[config.mk]
export PLATFORM = sky130hd
export DESIGN_NAME = apb_rr_master
export DESIGN_NICKNAME = d
export VERILOG_FILES = /design/src/rtl/apb_pkg.sv /design/src/rtl/apb_rr_master_rr_arbiter.sv /design/src/rtl/apb_rr_master.sv
export SDC_FILE = /design/constraint.sdc
export NUM_CORES = 1
export LEC_CHECK = 0
export ABC_CLOCK_PERIOD_IN_PS = 1650
export BUFFER_PORTS_ARGS = -buffer_cell sky130_fd_sc_hd__buf_2
export CORE_MARGIN = 3
export CORE_UTILIZATION = 40
export CTS_BUF_LIST = sky130_fd_sc_hd__clkbuf_4
export CTS_CLUSTER_DIAMETER = 150
export DETAILED_ROUTE_END_ITERATION = 8
export GPL_ROUTABILITY_DRIVEN = 0
export HOLD_SLACK_MARGIN = 0.03
export PLACE_DENSITY = 0.9
export SLEW_MARGIN = 30
export SYNTH_ARGS = -nofsm -noshare
export SYNTH_HDL_FRONTEND = slang
export SYNTH_HIERARCHICAL = 1
export SYNTH_SLANG_ARGS = --single-unit
[constraint.sdc]
create_clock -name p_clk -period 1.65 [get_ports p_clk]
set_input_delay 0.165 -clock p_clk [delete_from_list [all_inputs] [get_ports p_clk]]
set_output_delay 0.165 -clock p_clk [all_outputs]
set_load 0.01 [all_outputs]
[src/rtl/apb_pkg.sv]
// Shared APB definitions: bus state encoding (also used by the APB slave),
// default bus widths and a small index-width helper.
// Purely declarative; no logic, no latency, no flow control.
package apb_pkg;

  // APB transfer phase, shared with the slave side
  typedef enum logic [1:0] {
    IDLE   = 2'b00,
    SETUP  = 2'b01,
    ACCESS = 2'b10
  } apb_state_e;

  localparam int APB_AW = 32;
  localparam int APB_DW = 32;

  // Width of a binary index into n items, never narrower than one bit
  function automatic int idx_width(input int n);
    return (n > 1) ? $clog2(n) : 1;
  endfunction

endpackage

[src/rtl/apb_rr_master_rr_arbiter.sv]
// Round-robin priority rotation: first set request at or above ptr, with wrap.
// Latency: purely combinational, zero cycles.
// Backpressure: none; grant is suppressed entirely while en is low.
module rr_arbiter
  import apb_pkg::*;
#(
  parameter int NREQ = 2,
  parameter int IW   = idx_width(NREQ)
) (
  input  logic            en,
  input  logic [NREQ-1:0] req,
  input  logic [IW-1:0]   ptr,
  output logic [NREQ-1:0] gnt,
  output logic [IW-1:0]   gnt_idx,
  output logic            gnt_vld
);

  logic [IW-1:0] cand;

  // Walk the requesters starting at ptr; the first set one wins
  always_comb begin
    gnt     = '0;
    gnt_idx = '0;
    gnt_vld = 1'b0;
    cand    = '0;
    for (int off = 0; off < NREQ; off++) begin
      cand = IW'((int'(ptr) + off) % NREQ);
      if (en && !gnt_vld && req[cand]) begin
        gnt_vld   = 1'b1;
        gnt[cand] = 1'b1;
        gnt_idx   = cand;
      end
    end
  end

endmodule

[src/rtl/apb_rr_master.sv]
// Round-robin APB master sharing one APB slave port among NREQ requesters.
// Latency: grant edge -> SETUP -> ACCESS -> done; 3 cycles minimum, +1 per wait state.
// Backpressure: p_ready stretches ACCESS; requesters hold req until their done pulse.
// Optional: APB_MASTER_TIMEOUT_EN aborts ACCESS after TIMEOUT_CYCLES wait cycles.
module apb_rr_master
  import apb_pkg::*;
#(
  parameter int NREQ           = 2,
  parameter int AW             = APB_AW,
  parameter int DW             = APB_DW,
  parameter int TIMEOUT_CYCLES = 16
) (
  input  logic              p_clk,
  input  logic              p_reset,
  input  logic [NREQ-1:0]   req,
  input  logic [NREQ-1:0]   req_write,
  input  logic [NREQ*AW-1:0] req_addr,
  input  logic [NREQ*DW-1:0] req_wdata,
  output logic [NREQ-1:0]   done,
  output logic [DW-1:0]     rsp_rdata,
  output logic              rsp_slverr,
  output logic [AW-1:0]     p_add,
  output logic              p_sel,
  output logic              p_enable,
  output logic              p_write,
  output logic [DW-1:0]     p_wdata,
  input  logic [DW-1:0]     p_rdata,
  input  logic              p_ready,
  input  logic              p_slverr
);

  localparam int IW = idx_width(NREQ);

  if (NREQ < 2 || NREQ > 8 || TIMEOUT_CYCLES < 1) begin : g_bad_cfg
    $error("apb_rr_master: unsupported parameter set");
  end

  apb_state_e      state_q, state_d;
  logic [IW-1:0]   owner_q, owner_d;
  logic [NREQ-1:0] owner_oh_q, owner_oh_d;
  logic [IW-1:0]   ptr_q, ptr_d;
  logic [AW-1:0]   p_add_q, p_add_d;
  logic [DW-1:0]   p_wdata_q, p_wdata_d;
  logic            p_write_q, p_write_d;
  logic            p_sel_q, p_sel_d;
  logic            p_enable_q, p_enable_d;
  logic [NREQ-1:0] done_q, done_d;
  logic [DW-1:0]   rsp_rdata_q, rsp_rdata_d;
  logic            rsp_slverr_q, rsp_slverr_d;

`ifdef APB_MASTER_TIMEOUT_EN
  localparam int TW = idx_width(TIMEOUT_CYCLES);
  logic [TW-1:0]   cnt_q, cnt_d;
`endif

  logic [NREQ-1:0] gnt;
  logic [IW-1:0]   gnt_idx;
  logic            gnt_vld;

  rr_arbiter #(
    .NREQ (NREQ),
    .IW   (IW)
  ) u_arb (
    .en      (state_q == IDLE),
    .req     (req),
    .ptr     (ptr_q),
    .gnt     (gnt),
    .gnt_idx (gnt_idx),
    .gnt_vld (gnt_vld)
  );

  // Next-state and registered-output computation for the APB phase sequence
  always_comb begin
    state_d      = state_q;
    owner_d      = owner_q;
    owner_oh_d   = owner_oh_q;
    ptr_d        = ptr_q;
    p_add_d      = p_add_q;
    p_wdata_d    = p_wdata_q;
    p_write_d    = p_write_q;
    p_sel_d      = p_sel_q;
    p_enable_d   = p_enable_q;
    done_d       = '0;
    rsp_rdata_d  = rsp_rdata_q;
    rsp_slverr_d = rsp_slverr_q;
`ifdef APB_MASTER_TIMEOUT_EN
    cnt_d        = cnt_q;
`endif
    case (state_q)
      IDLE: begin
        p_sel_d    = 1'b0;
        p_enable_d = 1'b0;
        if (gnt_vld) begin
          // Request fields are captured here so the requester is free to change them
          owner_d    = gnt_idx;
          owner_oh_d = gnt;
          p_add_d    = req_addr[int'(gnt_idx)*AW +: AW];
          p_wdata_d  = req_wdata[int'(gnt_idx)*DW +: DW];
          p_write_d  = req_write[gnt_idx];
          p_sel_d    = 1'b1;
          state_d    = SETUP;
        end
      end
      SETUP: begin
        p_sel_d    = 1'b1;
        p_enable_d = 1'b1;
        state_d    = ACCESS;
`ifdef APB_MASTER_TIMEOUT_EN
        cnt_d      = '0;
`endif
      end
      ACCESS: begin
        if (p_ready) begin
          state_d      = IDLE;
          p_sel_d      = 1'b0;
          p_enable_d   = 1'b0;
          done_d       = owner_oh_q;
          rsp_rdata_d  = p_write_q ? '0 : p_rdata;
          rsp_slverr_d = p_slverr;
          ptr_d        = (owner_q == IW'(NREQ - 1)) ? '0 : owner_q + IW'(1);
        end
`ifdef APB_MASTER_TIMEOUT_EN
        // Last permitted wait cycle with no ready: abort as a slave error
        else if (cnt_q == TW'(TIMEOUT_CYCLES - 1)) begin
          state_d      = IDLE;
          p_sel_d      = 1'b0;
          p_enable_d   = 1'b0;
          done_d       = owner_oh_q;
          rsp_rdata_d  = '0;
          rsp_slverr_d = 1'b1;
          ptr_d        = (owner_q == IW'(NREQ - 1)) ? '0 : owner_q + IW'(1);
        end else begin
          cnt_d = cnt_q + TW'(1);
        end
`endif
      end
      default: begin
        state_d    = IDLE;
        p_sel_d    = 1'b0;
        p_enable_d = 1'b0;
      end
    endcase
  end

  // State and output registers; reset drops any in-flight transfer silently
  always_ff @(posedge p_clk) begin
    if (p_reset) begin
      state_q      <= IDLE;
      owner_q      <= '0;
      owner_oh_q   <= '0;
      ptr_q        <= '0;
      p_add_q      <= '0;
      p_wdata_q    <= '0;
      p_write_q    <= 1'b0;
      p_sel_q      <= 1'b0;
      p_enable_q   <= 1'b0;
      done_q       <= '0;
      rsp_rdata_q  <= '0;
      rsp_slverr_q <= 1'b0;
`ifdef APB_MASTER_TIMEOUT_EN
      cnt_q        <= '0;
`endif
    end else begin
      state_q      <= state_d;
      owner_q      <= owner_d;
      owner_oh_q   <= owner_oh_d;
      ptr_q        <= ptr_d;
      p_add_q      <= p_add_d;
      p_wdata_q    <= p_wdata_d;
      p_write_q    <= p_write_d;
      p_sel_q      <= p_sel_d;
      p_enable_q   <= p_enable_d;
      done_q       <= done_d;
      rsp_rdata_q  <= rsp_rdata_d;
      rsp_slverr_q <= rsp_slverr_d;
`ifdef APB_MASTER_TIMEOUT_EN
      cnt_q        <= cnt_d;
`endif
    end
  end

  assign done       = done_q;
  assign rsp_rdata  = rsp_rdata_q;
  assign rsp_slverr = rsp_slverr_q;
  assign p_add      = p_add_q;
  assign p_sel      = p_sel_q;
  assign p_enable   = p_enable_q;
  assign p_write    = p_write_q;
  assign p_wdata    = p_wdata_q;

endmodule

==> results_dict.tcl, run 1 <==
set metrics [dict create \
    status "stopped before the end" \
    stop_stage "clock tree synthesis" \
    stop_error "[ERROR RSZ-0060] Max buffer count reached." \
    cts.hold.buffers_added 162 \
    ys_ff_latch 108 \
    io_pins 270 \
    dp_hpwl_mm 9.66 \
    yosysUniqueCellTypes 23 \
    placed_cells 789 \
    async_flop_share 0 \
    synthTopCellsByCount "dfxtp_1, mux2i_1, o2bb2ai_1" \
    synth_top_family_by_area "compound AO/OA/AOI/OAI gates" \
    synth_top_area_share 0.501 \
    cts_sinks 108 \
    synth.most_common_cell "dfxtp_1" \
    yosys.area_share.adder 0 \
    synth_xor_area_frac 0 \
    synth_area_um2 4320 \
    cts_max_path_buffers 2 \
    synth_edf_count 0 \
    avgSynthCellArea_um2 10.6 \
    ctsHtreeMaxLevel 3 \
    synth_compound_area_frac 0.183 \
    initial_utilization 0.415 \
    synthSimpleGateAreaFrac 0.110 \
    muxShareOfSynthArea 0.158 \
    cts_root_buf "clkbuf_4" \
    syn_nets 576 \
    ys.flop_type "dfxtp_1" \
    yosys-top-cells-area "dfxtp_1, mux2i_1, o2bb2ai_1, nand3b_1, a21oi_1" \
    cts_setup_buffers 0 \
    ctsResizeCount 0 \
    place.port_buffers 269 \
    die_height_um 110 \
    yosysSeqAreaShare 0.501 \
    cts_inserted_buffers 9 \
    rows 37 \
    yosys_warnings 6 \
    syn_inst 408 \
    synth_top_cell_by_area "dfxtp_1" \
    die_w_um 110 \
]
-- stage by stage --
step | util | hold WS (ns) | setup slack [ns] | area, um^2
floorplan | - | 0.301 | 0.0250 | 4340
global placement | 0.560 | 0.413 | 0.173 | 5830
detailed placement | 0.560 | 0.438 | 0.109 | 5830
-- cell families after synthesis --
group           after synthesis
flops                       108
buf+inv                      42
mux                          68
compound gates              107
simple gates                 83
==> run 2: changes to the inputs <==
--- a/config.mk
+++ b/config.mk
@@ -5,16 +5,13 @@
 export SDC_FILE = /design/constraint.sdc
 export NUM_CORES = 1
 export LEC_CHECK = 0
-export ABC_CLOCK_PERIOD_IN_PS = 1650
+export ABC_CLOCK_PERIOD_IN_PS = 2150
 export BUFFER_PORTS_ARGS = -buffer_cell sky130_fd_sc_hd__buf_2
 export CORE_MARGIN = 3
 export CORE_UTILIZATION = 40
-export CTS_BUF_LIST = sky130_fd_sc_hd__clkbuf_4
-export CTS_CLUSTER_DIAMETER = 150
 export DETAILED_ROUTE_END_ITERATION = 8
 export GPL_ROUTABILITY_DRIVEN = 0
-export HOLD_SLACK_MARGIN = 0.03
-export PLACE_DENSITY = 0.9
+export PLACE_DENSITY_LB_ADDON = 0.15
 export SLEW_MARGIN = 30
 export SYNTH_ARGS = -nofsm -noshare
 export SYNTH_HDL_FRONTEND = slang
==> constraint.sdc (replaced) <==
create_clock -name p_clk -period 2.15 [get_ports p_clk]
set_input_delay 0.215 -clock p_clk [delete_from_list [all_inputs] [get_ports p_clk]]
set_output_delay 0.215 -clock p_clk [all_outputs]
set_load 0.01 [all_outputs]
==> run 2 against run 1 <==
  * The flow now finishes without violations
  * Synthesized cell count did not move
  * Synthesized area did not move
==> results_dict.tcl, run 2 <==
set metrics [dict create \
    final_cell_mix "buf_2, dfxtp_1, mux2i_1, o2bb2ai_1, a21oi_1" \
    slew_headroom 0.608 \
    ys.flop_type "dfxtp_1" \
    setup_viol 0 \
    cts_root_buf "clkbuf_8" \
    design_area_um2 6040 \
    yosys-top-cells-area "dfxtp_1, mux2i_1, o2bb2ai_1, nand3b_1, a21oi_1" \
    cts.hold.buffers_added 0 \
    routed_wl_mm 12.3 \
    syn_nets 576 \
    p_total_w 0.00466 \
    grt_pass1_wl_mm 18.4 \
    placed_cells 792 \
    max_freq_mhz 559 \
    area_delta_synth_final_pct 39.9 \
    cts_max_path_buffers 2 \
    critPathMaxFanout 55 \
    nets 835 \
    path_clk_slew_ns 0.10 \
    finalCritPeriodShare 0.832 \
    path_class "reg2reg" \
    ir_drop_mv 0.356 \
    layout-drive-gt1-share 0.453 \
    slew_violations 0 \
    finClkSkew_ns 0.0144 \
    drt_iter0_drc 258 \
    hold_violations 0 \
    final_antenna_net_count 0 \
    place.port_buffers 269 \
    cap_violations 0 \
    antenna_found_initial 0 \
    ctsHtreeMaxLevel 3 \
    syn_inst 408 \
    synth.most_common_cell "dfxtp_1" \
    avgSynthCellArea_um2 10.6 \
    synthTopCellsByCount "dfxtp_1, mux2i_1, o2bb2ai_1" \
    grt_usage 0.193 \
    yosysSeqAreaShare 0.501 \
    required_ns 2.43 \
    cp.arrival_ns 2.07 \
    drt-pass1-iter-count 4 \
    final_common_cell "buf_2" \
    setup_tns_ns 0 \
    cts_setup_buffers 0 \
    async_flop_share 0 \
    yosys_warnings 6 \
    status "completed" \
    remaining_drc_errors 0 \
    ys_ff_latch 108 \
    period_needed_ns 1.79 \
    place_area_um2 5880 \
    cts_sinks 108 \
    hold_path_class "in2reg" \
    grt_max_degree 56 \
    powerDensity_nw_per_um2 770 \
    initial_utilization 0.415 \
    die_height_um 110 \
    synth_top_area_share 0.501 \
    io_pins 270 \
    overflow 0 \
    clock_latency_ns 0.36 \
    wl_per_cell_um 15.3 \
    ctsResizeCount 0 \
    worstMarginPinSlew_ns 0.587 \
    yosysUniqueCellTypes 23 \
    hold_ws_ns 0.0898 \
    tritoncts "yes" \
    die_area_um2 12100 \
    rsz0062_at_grt "no" \
    leakagePower_nw 2.74 \
    die_w_um 110 \
    endpoint_kind "flip-flop" \
    startpoint_type "flip-flop" \
    vias_per_cell 4.99 \
    vias 4033 \
    rows 37 \
    synth_top_cell_by_area "dfxtp_1" \
    dp_hpwl_mm 9.50 \
    synth_edf_count 0 \
    synth_area_um2 4320 \
    core_area_um2 10400 \
    instances_no_fill 808 \
    grt_pass1_vias 3840 \
    cts_inserted_buffers 9 \
]
[run 2: cell counts after synthesis]
Identical to the previous run, type by type.
[run 2: final timing paths]
kind,start,end,slack (ns),cells past startpoint
max reg2reg,state_q[1],p_add[5],0.36,7
max,state_q[1],p_add[5],0.36,7
min,p_slverr,rsp_slverr,0.09,3
min reg2reg,owner_q,ptr_q,0.45,1
[run 2: kinds of logic (layout without fill, tap and decap cells)]
family                 count (synthesis)  count (layout)  share of synthesized area
other                                  0               1                          0
buffers and inverters                 42             305                     0.0490
multiplexers                          68              68                      0.158
AND/OR/NAND/NOR                       83              83                      0.110
AO/OA/AOI/OAI                        107             107                      0.183
flip-flops                           108             108                      0.501
[run 2: report_power, final]
part           leakage, nW  internal [W]  total [W]  switching, W
combinational         1.78      0.000607    0.00124      0.000637
clock               0.0714      0.000414    0.00105      0.000636
sequential           0.883       0.00223    0.00236      0.000129
[run 2: per-layer routing]
metal,share of wire,up-vias,global-route usage
li1,-,2000,-
met5,0,-,0
met3,0.088,24,0.0540
met2,0.48,179,0.314
met1,0.41,1830,0.239
met4,0.023,0,0.0784
[run 2: layout make-up]
class,instances,area (um^2)
Clock inverter,4,27.5
Antenna cell,1,2.50
Timing Repair Buffer,286,1570
Inverter,4,15.0
Fill cell,947,4370
Sequential cell,108,2160
Clock buffer,11,131
Multi-Input combinational cell,258,1970
Tap cell,136,170
[run 2: critical path, stage by stage, from the launching register on]
cell	delay, ns
dfxtp_1	0.32
nor2_1	0.14
o21a_1	0.16
nor3b_4	0.24
buf_4	0.19
nand2b_2	0.20
buf_12	0.26
o2bb2ai_1	0.17
[run 2: stage by stage]
stage / worst slack, ns / utilization
after CTS: 0.345 / 0.580
after global placement: 0.169 / 0.562
final: 0.362 / 0.580
after floorplan: 0.384 / -
after detailed placement: 0.340 / 0.565
after global routing: 0.185 / 0.580
No activity file was read; power rests on OpenSTA's default activity.
